File: src/rtl/mc_pkg.sv
// Shared types and encodings for the multi-cycle RV32I control unit.
package mc_pkg;

   typedef enum logic [2:0] {
      S_IF   = 3'd0,
      S_ID   = 3'd1,
      S_EX   = 3'd2,
      S_MEM  = 3'd3,
      S_WB   = 3'd4,
      S_TRAP = 3'd5
   } state_e;

   typedef enum logic [3:0] {
      CL_OP, CL_OPIMM, CL_LOAD, CL_STORE, CL_BRANCH,
      CL_JAL, CL_JALR, CL_LUI, CL_AUIPC, CL_ILL
   } cls_e;

   localparam logic [6:0] OPC_OP     = 7'b0110011;
   localparam logic [6:0] OPC_OPIMM  = 7'b0010011;
   localparam logic [6:0] OPC_LOAD   = 7'b0000011;
   localparam logic [6:0] OPC_STORE  = 7'b0100011;
   localparam logic [6:0] OPC_BRANCH = 7'b1100011;
   localparam logic [6:0] OPC_JAL    = 7'b1101111;
   localparam logic [6:0] OPC_JALR   = 7'b1100111;
   localparam logic [6:0] OPC_LUI    = 7'b0110111;
   localparam logic [6:0] OPC_AUIPC  = 7'b0010111;

   localparam logic [3:0] ALU_ADD  = 4'b0000;
   localparam logic [3:0] ALU_SUB  = 4'b1000;
   localparam logic [3:0] ALU_SLL  = 4'b0001;
   localparam logic [3:0] ALU_SLT  = 4'b0010;
   localparam logic [3:0] ALU_SLTU = 4'b0011;
   localparam logic [3:0] ALU_XOR  = 4'b0100;
   localparam logic [3:0] ALU_SRL  = 4'b0101;
   localparam logic [3:0] ALU_SRA  = 4'b1101;
   localparam logic [3:0] ALU_OR   = 4'b0110;
   localparam logic [3:0] ALU_AND  = 4'b0111;

   localparam logic [1:0] WB_IMM = 2'd0;
   localparam logic [1:0] WB_ALU = 2'd1;
   localparam logic [1:0] WB_MEM = 2'd2;
   localparam logic [1:0] WB_PC4 = 2'd3;

   localparam logic [1:0] TC_NONE    = 2'd0;
   localparam logic [1:0] TC_TIMEOUT = 2'd1;
   localparam logic [1:0] TC_ILLEGAL = 2'd2;

   function automatic cls_e classify(input logic [6:0] opc);
      cls_e c;
      case (opc)
         OPC_OP:     c = CL_OP;
         OPC_OPIMM:  c = CL_OPIMM;
         OPC_LOAD:   c = CL_LOAD;
         OPC_STORE:  c = CL_STORE;
         OPC_BRANCH: c = CL_BRANCH;
         OPC_JAL:    c = CL_JAL;
         OPC_JALR:   c = CL_JALR;
         OPC_LUI:    c = CL_LUI;
         OPC_AUIPC:  c = CL_AUIPC;
         default:    c = CL_ILL;
      endcase
      return c;
   endfunction

   // funct3 010/011 carry no branch encoding; callers trap on them.
   function automatic logic br_legal(input logic [2:0] f3);
      return f3[2:1] != 2'b01;
   endfunction

   function automatic logic br_taken(input logic [2:0] f3, input logic eq,
                                     input logic lt, input logic ltu);
      logic t;
      case (f3)
         3'b000:  t = eq;
         3'b001:  t = ~eq;
         3'b100:  t = lt;
         3'b101:  t = ~lt;
         3'b110:  t = ltu;
         3'b111:  t = ~ltu;
         default: t = 1'b0;
      endcase
      return t;
   endfunction

endpackage

File: src/rtl/mc_wait_timer.sv
// Shared memory-latency counter and bus watchdog for the IF/MEM request phases.
module mc_wait_timer #(
   parameter int USE_ACK   = 1,
   parameter int FIXED_LAT = 1,
   parameter int TIMEOUT   = 0
) (
   input  logic clk,
   input  logic rst,
   input  logic start,
   input  logic req,
   input  logic ack,
   output logic done,
   output logic timeout
);

   localparam int CW = 16;
   localparam logic [CW-1:0] LAT_LAST = CW'(FIXED_LAT - 1);
   localparam logic [CW-1:0] TO_LAST  = CW'(TIMEOUT - 1);
   localparam logic          WD_EN    = (USE_ACK != 0) && (TIMEOUT != 0);

   // r_cnt holds the number of request cycles already elapsed in this phase.
   logic [CW-1:0] r_cnt;

   always_ff @(posedge clk or negedge rst) begin
      if (!rst)
         r_cnt <= '0;
      else if (start || !req)
         r_cnt <= '0;
      else if (r_cnt != '1)
         r_cnt <= r_cnt + CW'(1);
   end

   generate
      if (USE_ACK != 0) begin : g_ack
         assign done = req & ack;
      end else begin : g_fixed
         assign done = req & (r_cnt == LAT_LAST);
      end
   endgenerate

   // An ack arriving in the final allowed cycle completes the access instead.
   assign timeout = WD_EN & req & ~ack & (r_cnt == TO_LAST);

endmodule

File: src/rtl/mc_ctrl.sv
// Multi-cycle IF/ID/EX/MEM/WB sequencer for the RV32I core, with branch
// resolution, bus watchdog and illegal-instruction trap.
module mc_ctrl
   import mc_pkg::*;
#(
   parameter int USE_ACK   = 1,
   parameter int FIXED_LAT = 1,
   parameter int TIMEOUT   = 0
) (
   input  logic       clk,
   input  logic       rst,
   input  logic [6:0] opcode,
   input  logic [2:0] funct3,
   input  logic [6:0] funct7,
   input  logic       AeqB,
   input  logic       AltB,
   input  logic       AltuB,
   input  logic       im_ack,
   input  logic       dm_ack,
   output logic       im_req,
   output logic       dm_req,
   output logic       dm_write,
   output logic       ir_write,
   output logic       pc_go_next,
   output logic       pc_jump,
   output logic       pc_jump_sel,
   output logic       regs_write,
   output logic [3:0] alu_op,
   output logic       alu_lhs_sel,
   output logic       alu_rhs_sel,
   output logic [1:0] wb_sel,
   output logic       trap,
   output logic [1:0] trap_cause,
   output logic [2:0] state
);

   state_e     r_state, w_nxt;
   logic [1:0] r_cause, w_cause_nxt;
   cls_e       w_cls;
   logic       w_taken, w_br_ok;
   logic [3:0] w_alu_op;
   logic       w_lhs, w_rhs;
   logic       w_req, w_ack, w_start, w_done, w_tmo;
   logic       w_unused_f7;

   assign w_cls       = classify(opcode);
   assign w_taken     = br_taken(funct3, AeqB, AltB, AltuB);
   assign w_br_ok     = br_legal(funct3);
   assign w_unused_f7 = ^{funct7[6], funct7[4:0]};

   always_comb begin
      w_alu_op = ALU_ADD;
      if (w_cls == CL_OP)
         w_alu_op = {funct7[5], funct3};
      else if (w_cls == CL_OPIMM)
         w_alu_op = {(funct3 == 3'b101) ? funct7[5] : 1'b0, funct3};
   end

   assign w_rhs = !(w_cls == CL_OP || w_cls == CL_BRANCH);
   assign w_lhs = (w_cls == CL_AUIPC);

   // Gated by rst so every request drops the instant reset asserts.
   assign w_req   = rst && (r_state == S_IF || r_state == S_MEM);
   assign w_ack   = (r_state == S_IF) ? im_ack : (r_state == S_MEM) ? dm_ack : 1'b0;
   assign w_start = (w_nxt != r_state);

   mc_wait_timer #(
      .USE_ACK  (USE_ACK),
      .FIXED_LAT(FIXED_LAT),
      .TIMEOUT  (TIMEOUT)
   ) u_timer (
      .clk    (clk),
      .rst    (rst),
      .start  (w_start),
      .req    (w_req),
      .ack    (w_ack),
      .done   (w_done),
      .timeout(w_tmo)
   );

   always_ff @(posedge clk or negedge rst) begin
      if (!rst) begin
         r_state <= S_IF;
         r_cause <= TC_NONE;
      end else begin
         r_state <= w_nxt;
         r_cause <= w_cause_nxt;
      end
   end

   always_comb begin
      w_nxt       = r_state;
      w_cause_nxt = r_cause;
      im_req      = 1'b0;
      dm_req      = 1'b0;
      dm_write    = 1'b0;
      ir_write    = 1'b0;
      pc_go_next  = 1'b0;
      pc_jump     = 1'b0;
      pc_jump_sel = 1'b0;
      regs_write  = 1'b0;
      alu_op      = ALU_ADD;
      alu_lhs_sel = 1'b0;
      alu_rhs_sel = 1'b0;
      wb_sel      = WB_IMM;
      if (rst) begin
         case (r_state)
            S_IF: begin
               im_req = 1'b1;
               if (w_done) begin
                  ir_write = 1'b1;
                  w_nxt    = S_ID;
               end else if (w_tmo) begin
                  w_nxt       = S_TRAP;
                  w_cause_nxt = TC_TIMEOUT;
               end
            end
            S_ID: begin
               if (w_cls == CL_ILL) begin
                  w_nxt       = S_TRAP;
                  w_cause_nxt = TC_ILLEGAL;
               end else begin
                  w_nxt = S_EX;
               end
            end
            S_EX: begin
               alu_op      = w_alu_op;
               alu_lhs_sel = w_lhs;
               alu_rhs_sel = w_rhs;
               if (w_cls == CL_BRANCH) begin
                  if (!w_br_ok) begin
                     w_nxt       = S_TRAP;
                     w_cause_nxt = TC_ILLEGAL;
                  end else begin
                     pc_jump    = w_taken;
                     pc_go_next = ~w_taken;
                     w_nxt      = S_IF;
                  end
               end else if (w_cls == CL_LOAD || w_cls == CL_STORE) begin
                  w_nxt = S_MEM;
               end else begin
                  w_nxt = S_WB;
               end
            end
            S_MEM: begin
               alu_op      = w_alu_op;
               alu_lhs_sel = w_lhs;
               alu_rhs_sel = w_rhs;
               dm_req      = 1'b1;
               dm_write    = (w_cls == CL_STORE);
               if (w_done) begin
                  if (w_cls == CL_STORE) begin
                     pc_go_next = 1'b1;
                     w_nxt      = S_IF;
                  end else begin
                     w_nxt = S_WB;
                  end
               end else if (w_tmo) begin
                  w_nxt       = S_TRAP;
                  w_cause_nxt = TC_TIMEOUT;
               end
            end
            S_WB: begin
               // ALU stays driven so alu_f (and the JALR target) is valid here.
               alu_op      = w_alu_op;
               alu_lhs_sel = w_lhs;
               alu_rhs_sel = w_rhs;
               regs_write  = 1'b1;
               w_nxt       = S_IF;
               case (w_cls)
                  CL_LUI:  wb_sel = WB_IMM;
                  CL_LOAD: wb_sel = WB_MEM;
                  CL_JAL, CL_JALR: wb_sel = WB_PC4;
                  default: wb_sel = WB_ALU;
               endcase
               if (w_cls == CL_JAL) begin
                  pc_jump = 1'b1;
               end else if (w_cls == CL_JALR) begin
                  pc_jump     = 1'b1;
                  pc_jump_sel = 1'b1;
               end else begin
                  pc_go_next = 1'b1;
               end
            end
            S_TRAP: w_nxt = S_TRAP;
            default: w_nxt = S_IF;
         endcase
      end
   end

   assign trap       = (r_state == S_TRAP);
   assign trap_cause = r_cause;
   assign state      = r_state;

endmodule

File: config.mk
export PLATFORM = sky130hd
export DESIGN_NAME = mc_ctrl
export DESIGN_NICKNAME = d
export VERILOG_FILES = /design/src/rtl/mc_pkg.sv /design/src/rtl/mc_wait_timer.sv /design/src/rtl/mc_ctrl.sv
export SDC_FILE = /design/constraint.sdc
export NUM_CORES = 1
export LEC_CHECK = 0
export ABC_CLOCK_PERIOD_IN_PS = 2050
export BUFFER_PORTS_ARGS = -buffer_cell sky130_fd_sc_hd__buf_2
export CAP_MARGIN = 20
export CELL_PAD_IN_SITES_DETAIL_PLACEMENT = 0
export CELL_PAD_IN_SITES_GLOBAL_PLACEMENT = 1
export CORE_MARGIN = 2
export CORE_UTILIZATION = 30
export CTS_BUF_LIST = sky130_fd_sc_hd__clkbuf_8 sky130_fd_sc_hd__clkbuf_16
export CTS_CLUSTER_DIAMETER = 80
export DETAILED_ROUTE_END_ITERATION = 12
export PLACE_DENSITY = 0.87
export REMOVE_ABC_BUFFERS = 1
export SLEW_MARGIN = 10
export SYNTH_ARGS = -nofsm -noshare
export SYNTH_HDL_FRONTEND = slang
export SYNTH_HIERARCHICAL = 1
export SYNTH_SLANG_ARGS = --single-unit
File: constraint.sdc
create_clock -name clk -period 2.05 [get_ports clk]
set_input_delay 0.1025 -clock clk [delete_from_list [all_inputs] [get_ports clk]]
set_output_delay 0.1025 -clock clk [all_outputs]
set_load 0.02 [all_outputs]
Word level (Yosys, flattened, before mapping)
Index checks and enable logic that the tools add are counted.

Eq/ne operators: 34. Multiplexer cells: 56. Bitwise gates (word level): 5. Reductions and logical operators: 13.

Operator list (number): 4-bit case mux with 9 select lines (1); 1-bit 2-to-1 mux (33); 7-bit by 6-bit equality test with 1-bit output, second input constant (3); 7-bit equality test, second input constant (3); 3-bit 2-to-1 mux (7); 3-bit equality test, second input constant (6); 4-bit by 3-bit equality test with 1-bit output, second input constant (4); 4-bit 2-to-1 mux (4); 3-bit case mux with 5 select lines (1); 7-bit by 5-bit equality test with 1-bit output, second input constant (2); 2-bit 2-to-1 mux (5); 4-bit by 2-bit equality test with 1-bit output, second input constant (2); 4-bit equality test, second input constant (2); 7-bit by 2-bit equality test with 1-bit output, second input constant (1); 3-bit by 1-bit equality test with 1-bit output, second input constant (2); 3-bit by 2-bit equality test with 1-bit output, second input constant (2); 3-bit logical NOT (2); 2-bit by 1-bit != test with 1-bit output, second input constant (3); 2-bit != test, second input constant (3); 1-bit case mux with 6 select lines (1); 2-bit case mux with 3 select lines (1); 5-bit AND reduction (1); 4-bit by 1-bit equality test with 1-bit output, second input constant (1); 4-bit logical NOT (1); other kinds (12) (17).

Register bits: 5. Bits of input ports: 24. Output and inout bits: 22. Logic and storage cells: 110.

Depth between registers and ports, before layout
Depth after elaboration: 7. Gate-level depth with buffers: 9. Depth with buffers taken out: 9.

Modules after synthesis
The synthesis kept the hierarchy.

Modules (own cells, without submodules): mc_ctrl (instances 1, cells an instance 125, area each 870.8 um^2, seq. area each 125.1 um^2); mc_wait_timer (instances 1, cells an instance 3, area each 17.5 um^2, seq. area each 0.0 um^2).

Worst setup path before layout
No wires, ideal clock.

Path kind: reg-to-output. Start: register r_state[0], in the netlist state[0]. End: output port pc_go_next. Data arrival time: 2141 ps. Setup slack: -194 ps. Cell stages (with the launch flop): 8. Cell sequence: dfrtp_1 -> nor2_1 -> inv_1 -> a21oi_1 -> and2_1 -> nand4bb_1 -> or4_1 -> a31oi_1.

Cells in the longest elaborated chain, start to end: 7. Elaborated cells between the ends (all ways): 12.

RTL lines: from (decl) (line mc_ctrl.sv:37) `state_e r_state, w_nxt;`; from (signal assigned) (line mc_ctrl.sv:86) `r_state <= w_nxt;`; 3-bit by 2-bit equality test with 1-bit output or 3-bit logical NOT (tied branches) (line mc_ctrl.sv:63) `assign w_req = rst && (r_state == S_IF || r_state == S_MEM);`; 1-bit logical OR * (line mc_ctrl.sv:63); 1-bit logical AND * (line mc_ctrl.sv:63); named net w_req (line mc_ctrl.sv:43) `logic w_req, w_ack, w_start, w_done, w_tmo;`; 1-bit AND * (line mc_wait_timer.sv:35) `assign done = req & ack;`; named net w_done (line mc_ctrl.sv:43); 1-bit 2-to-1 mux * (line mc_ctrl.sv:151) `if (w_done) begin`; 1-bit case mux with 3 select lines * (line mc_ctrl.sv:107) `case (r_state)`; 1-bit 2-to-1 mux * (line mc_ctrl.sv:106) `if (rst) begin`; to (decl) (line mc_ctrl.sv:24) `output logic pc_go_next,`.

Mark *: on every way through the listed nets, which the timed path passes. The rest lies on a longest branch.

Worst setup path after layout
Start: register r_state[0], in the netlist state[0]. End: output port pc_go_next.

Cells in the longest elaborated chain, start to end: 7. Elaborated cells between the ends (all ways): 12.

RTL lines: 3-bit by 2-bit equality test with 1-bit output (line mc_ctrl.sv:64) `assign w_ack = (r_state == S_IF) ? im_ack : (r_state == S_MEM) ? dm_ack : 1'b0;`; 1-bit 2-to-1 mux (line mc_ctrl.sv:64); 1-bit 2-to-1 mux * (line mc_ctrl.sv:64); named net w_ack (line mc_ctrl.sv:43); 1-bit AND * (line mc_wait_timer.sv:35); named net w_done (line mc_ctrl.sv:43); 1-bit 2-to-1 mux * (line mc_ctrl.sv:151); 1-bit case mux with 3 select lines * (line mc_ctrl.sv:107); 1-bit 2-to-1 mux * (line mc_ctrl.sv:106).

Marks and branches as above.

==> results.cfg <==
[worst_hold_path]
hp-class = in2async

[route]
route.detailed.drc = 0
antenna_left = 0
first_iter_violations = 35
firstDrtPassIters = 4
vias_per_cell = 5.212
drt_wl_total_um = 2657
vias = 1058
wl_per_cell_um = 13.09

[timing]
fin_ws_ns = -0.1644
hold_slack_ns = 0.3676
fin_skew_ns = 0.001086
rsz0062_at_grt = yes
finalCritPeriodShare_pct = 108.0
setup_violations = 1
final_max_slew_viol_count = 0
clock.fmax_ghz = 0.4516
period_minus_slack_ns = 2.214
hold_viol = 0

[place]
post-dp-hpwl_um = 2023
port_buffers = 39
dpl.cell_count = 193
routabilityCongestion = 0.8573

[grt]
gr-usage-met3_pct = 2.948
grt_usage_pct = 15.47
antenna_found_initial = 0
grt_max_degree = 15
top_usage_layer = met2
grtUsageMet1_pct = 21.84
grt_pass1_vias = 966
gr-total-overflow = 0
grtUsageMet2_pct = 25.29
grt_pass1_wl_um = 4174

[floorplanning]
initial_utilization_pct = 31.12
dieHeight_um = 57.26
die_x_um = 57.26
num_rows = 19
die_area_um2 = 3278
ioPinCount = 46
fp.coreArea_um2 = 2734

[pwr]
power_density_nw_per_um2 = 791.6
p_leak_nw = 0.5865
power.total_w = 0.001005
vdd_ir_drop_max_uv = 692.0

[finish]
n_fill_cell = 280
diodes = 0
drive_above_1_share_pct = 44.77
area_delta_synth_final_pct = 49.26
fin_cells = 203
nets = 197

[worst_setup_path]
crit_type = reg2out
critPathCaptureType = output pin
path_max_fanout = 3
critPathLaunchType = flip-flop
worstPathArrival_ns = 2.11
crit_required_ns = 1.95

[logic_synthesis]
ys_warn_count = 6
netlist_instances = 122
syn_area_per_cell_um2 = 6.974
netlist_area_um2 = 850.8

[job]
cap_viol_max_count = 0

[clock_network]
clk_pin_slew_ns = 0.04
root_buffer = clkbuf_8
cts_tree = done
insertion_delay_ns = 0.22
cts_buffer_depth = 2
cts_buffers = 3
htreeDepth = 1
clkSinkCount = 5

[status]
status = complete, but fails checks
failed_checks = setup timing
==> state kept, by name, summed over array words and instances, names as in the netlist <==
name	cells
state	3
trap_cause	2
==> area by class of cell <==
cell class | count | area, µm² | share of cell area [%]
Multi-Input combinational cell | 99 | 685.7 | 53.99
Timing Repair Buffer | 56 | 342.8 | 27.00
Sequential cell | 5 | 127.6 | 10.05
Clock buffer | 3 | 41.29 | 3.251
Tap cell | 31 | 38.79 | 3.054
Inverter | 8 | 30.03 | 2.365
Clock inverter | 1 | 3.754 | 0.2956
==> power by group <==
part | switching (W) | total [W] | internal [W]
logic | 0.000372 | 0.000661 | 0.000290
clock network | 0.0000506 | 0.000179 | 0.000129
registers | 0.0000296 | 0.000165 | 0.000135
total | 0.000452 | 0.00101 | 0.000554
==> cells in the final DEF (no fill, tap or decap), types with 2 or more instances in the layout <==
master	count
buf_2	38
nor2_1	13
buf_4	13
nand2_1	9
inv_1	8
nor3_1	7
nand3_1	5
a21oi_1	5
o21ai_0	5
and2_1	4
nor2b_1	4
buf_6	4
o31ai_1	3
nor4_1	3
xnor2_1	3
clkbuf_8	3
dfrtp_1	3
nand4bb_1	2
nand2b_1	2
a31oi_1	2
o211ai_1	2
nand2_2	2
a21oi_2	2
mux2i_1	2
dfrtp_2	2
==> timing repair <==
item                       4_1_cts  5_1_grt
setup endpoints to repair        1        1
setup buffers                    2        3
hold buffers                     1        0
resized for setup                5       14
hold endpoints to repair         5        0
pin swaps                        2        5
==> metal layers <==
metal	share of wire [%]	vias up
met5	0	-
met4	0	0
met3	3.6	0
met2	51	26
met1	46	493
li1	-	539
==> through the flow <==
| stage | util [%] | TNS, ns | worst slack (ns) | cell area (µm²) |
|---|---|---|---|---|
| after floorplan | - | -0.2458 | -0.2458 | 794.5 |
| after global placement | 40.64 | 0 | 0.1285 | 1111 |
| after detailed placement | 40.64 | 0 | 0.04233 | 1111 |
| after CTS | 43.75 | -0.1467 | -0.1467 | 1196 |
| after global routing | 46.45 | -0.3353 | -0.2537 | 1270 |
| final | 46.45 | -0.1644 | -0.1644 | 1270 |
==> worst max-delay path, cell delays in order, from the launching register on <==
cell	delay, ns
dfrtp_2	0.43
nor2_4	0.16
nand2_2	0.06
a21oi_2	0.11
and2_4	0.15
nand4bb_1	0.11
or4_4	0.52
a31oi_4	0.20
buf_6	0.14
==> final timing paths <==
kind / startpoint / end / slack (ns) / cells after the start
setup reg to reg: state[1] / state[2] / 0.26 / 10
setup / recovery: state[0] / pc_go_next / -0.16 / 8
hold reg to reg: trap_cause[0] / trap_cause[0] / 0.51 / 1
hold / removal: rst / state[0] / 0.37 / 3
max in group asynchronous: rst / state[1] / 1.53 / 3
min in group clk: rst / state[1] / 0.37 / 4
Note: power is estimated with default switching activity, not from simulation.
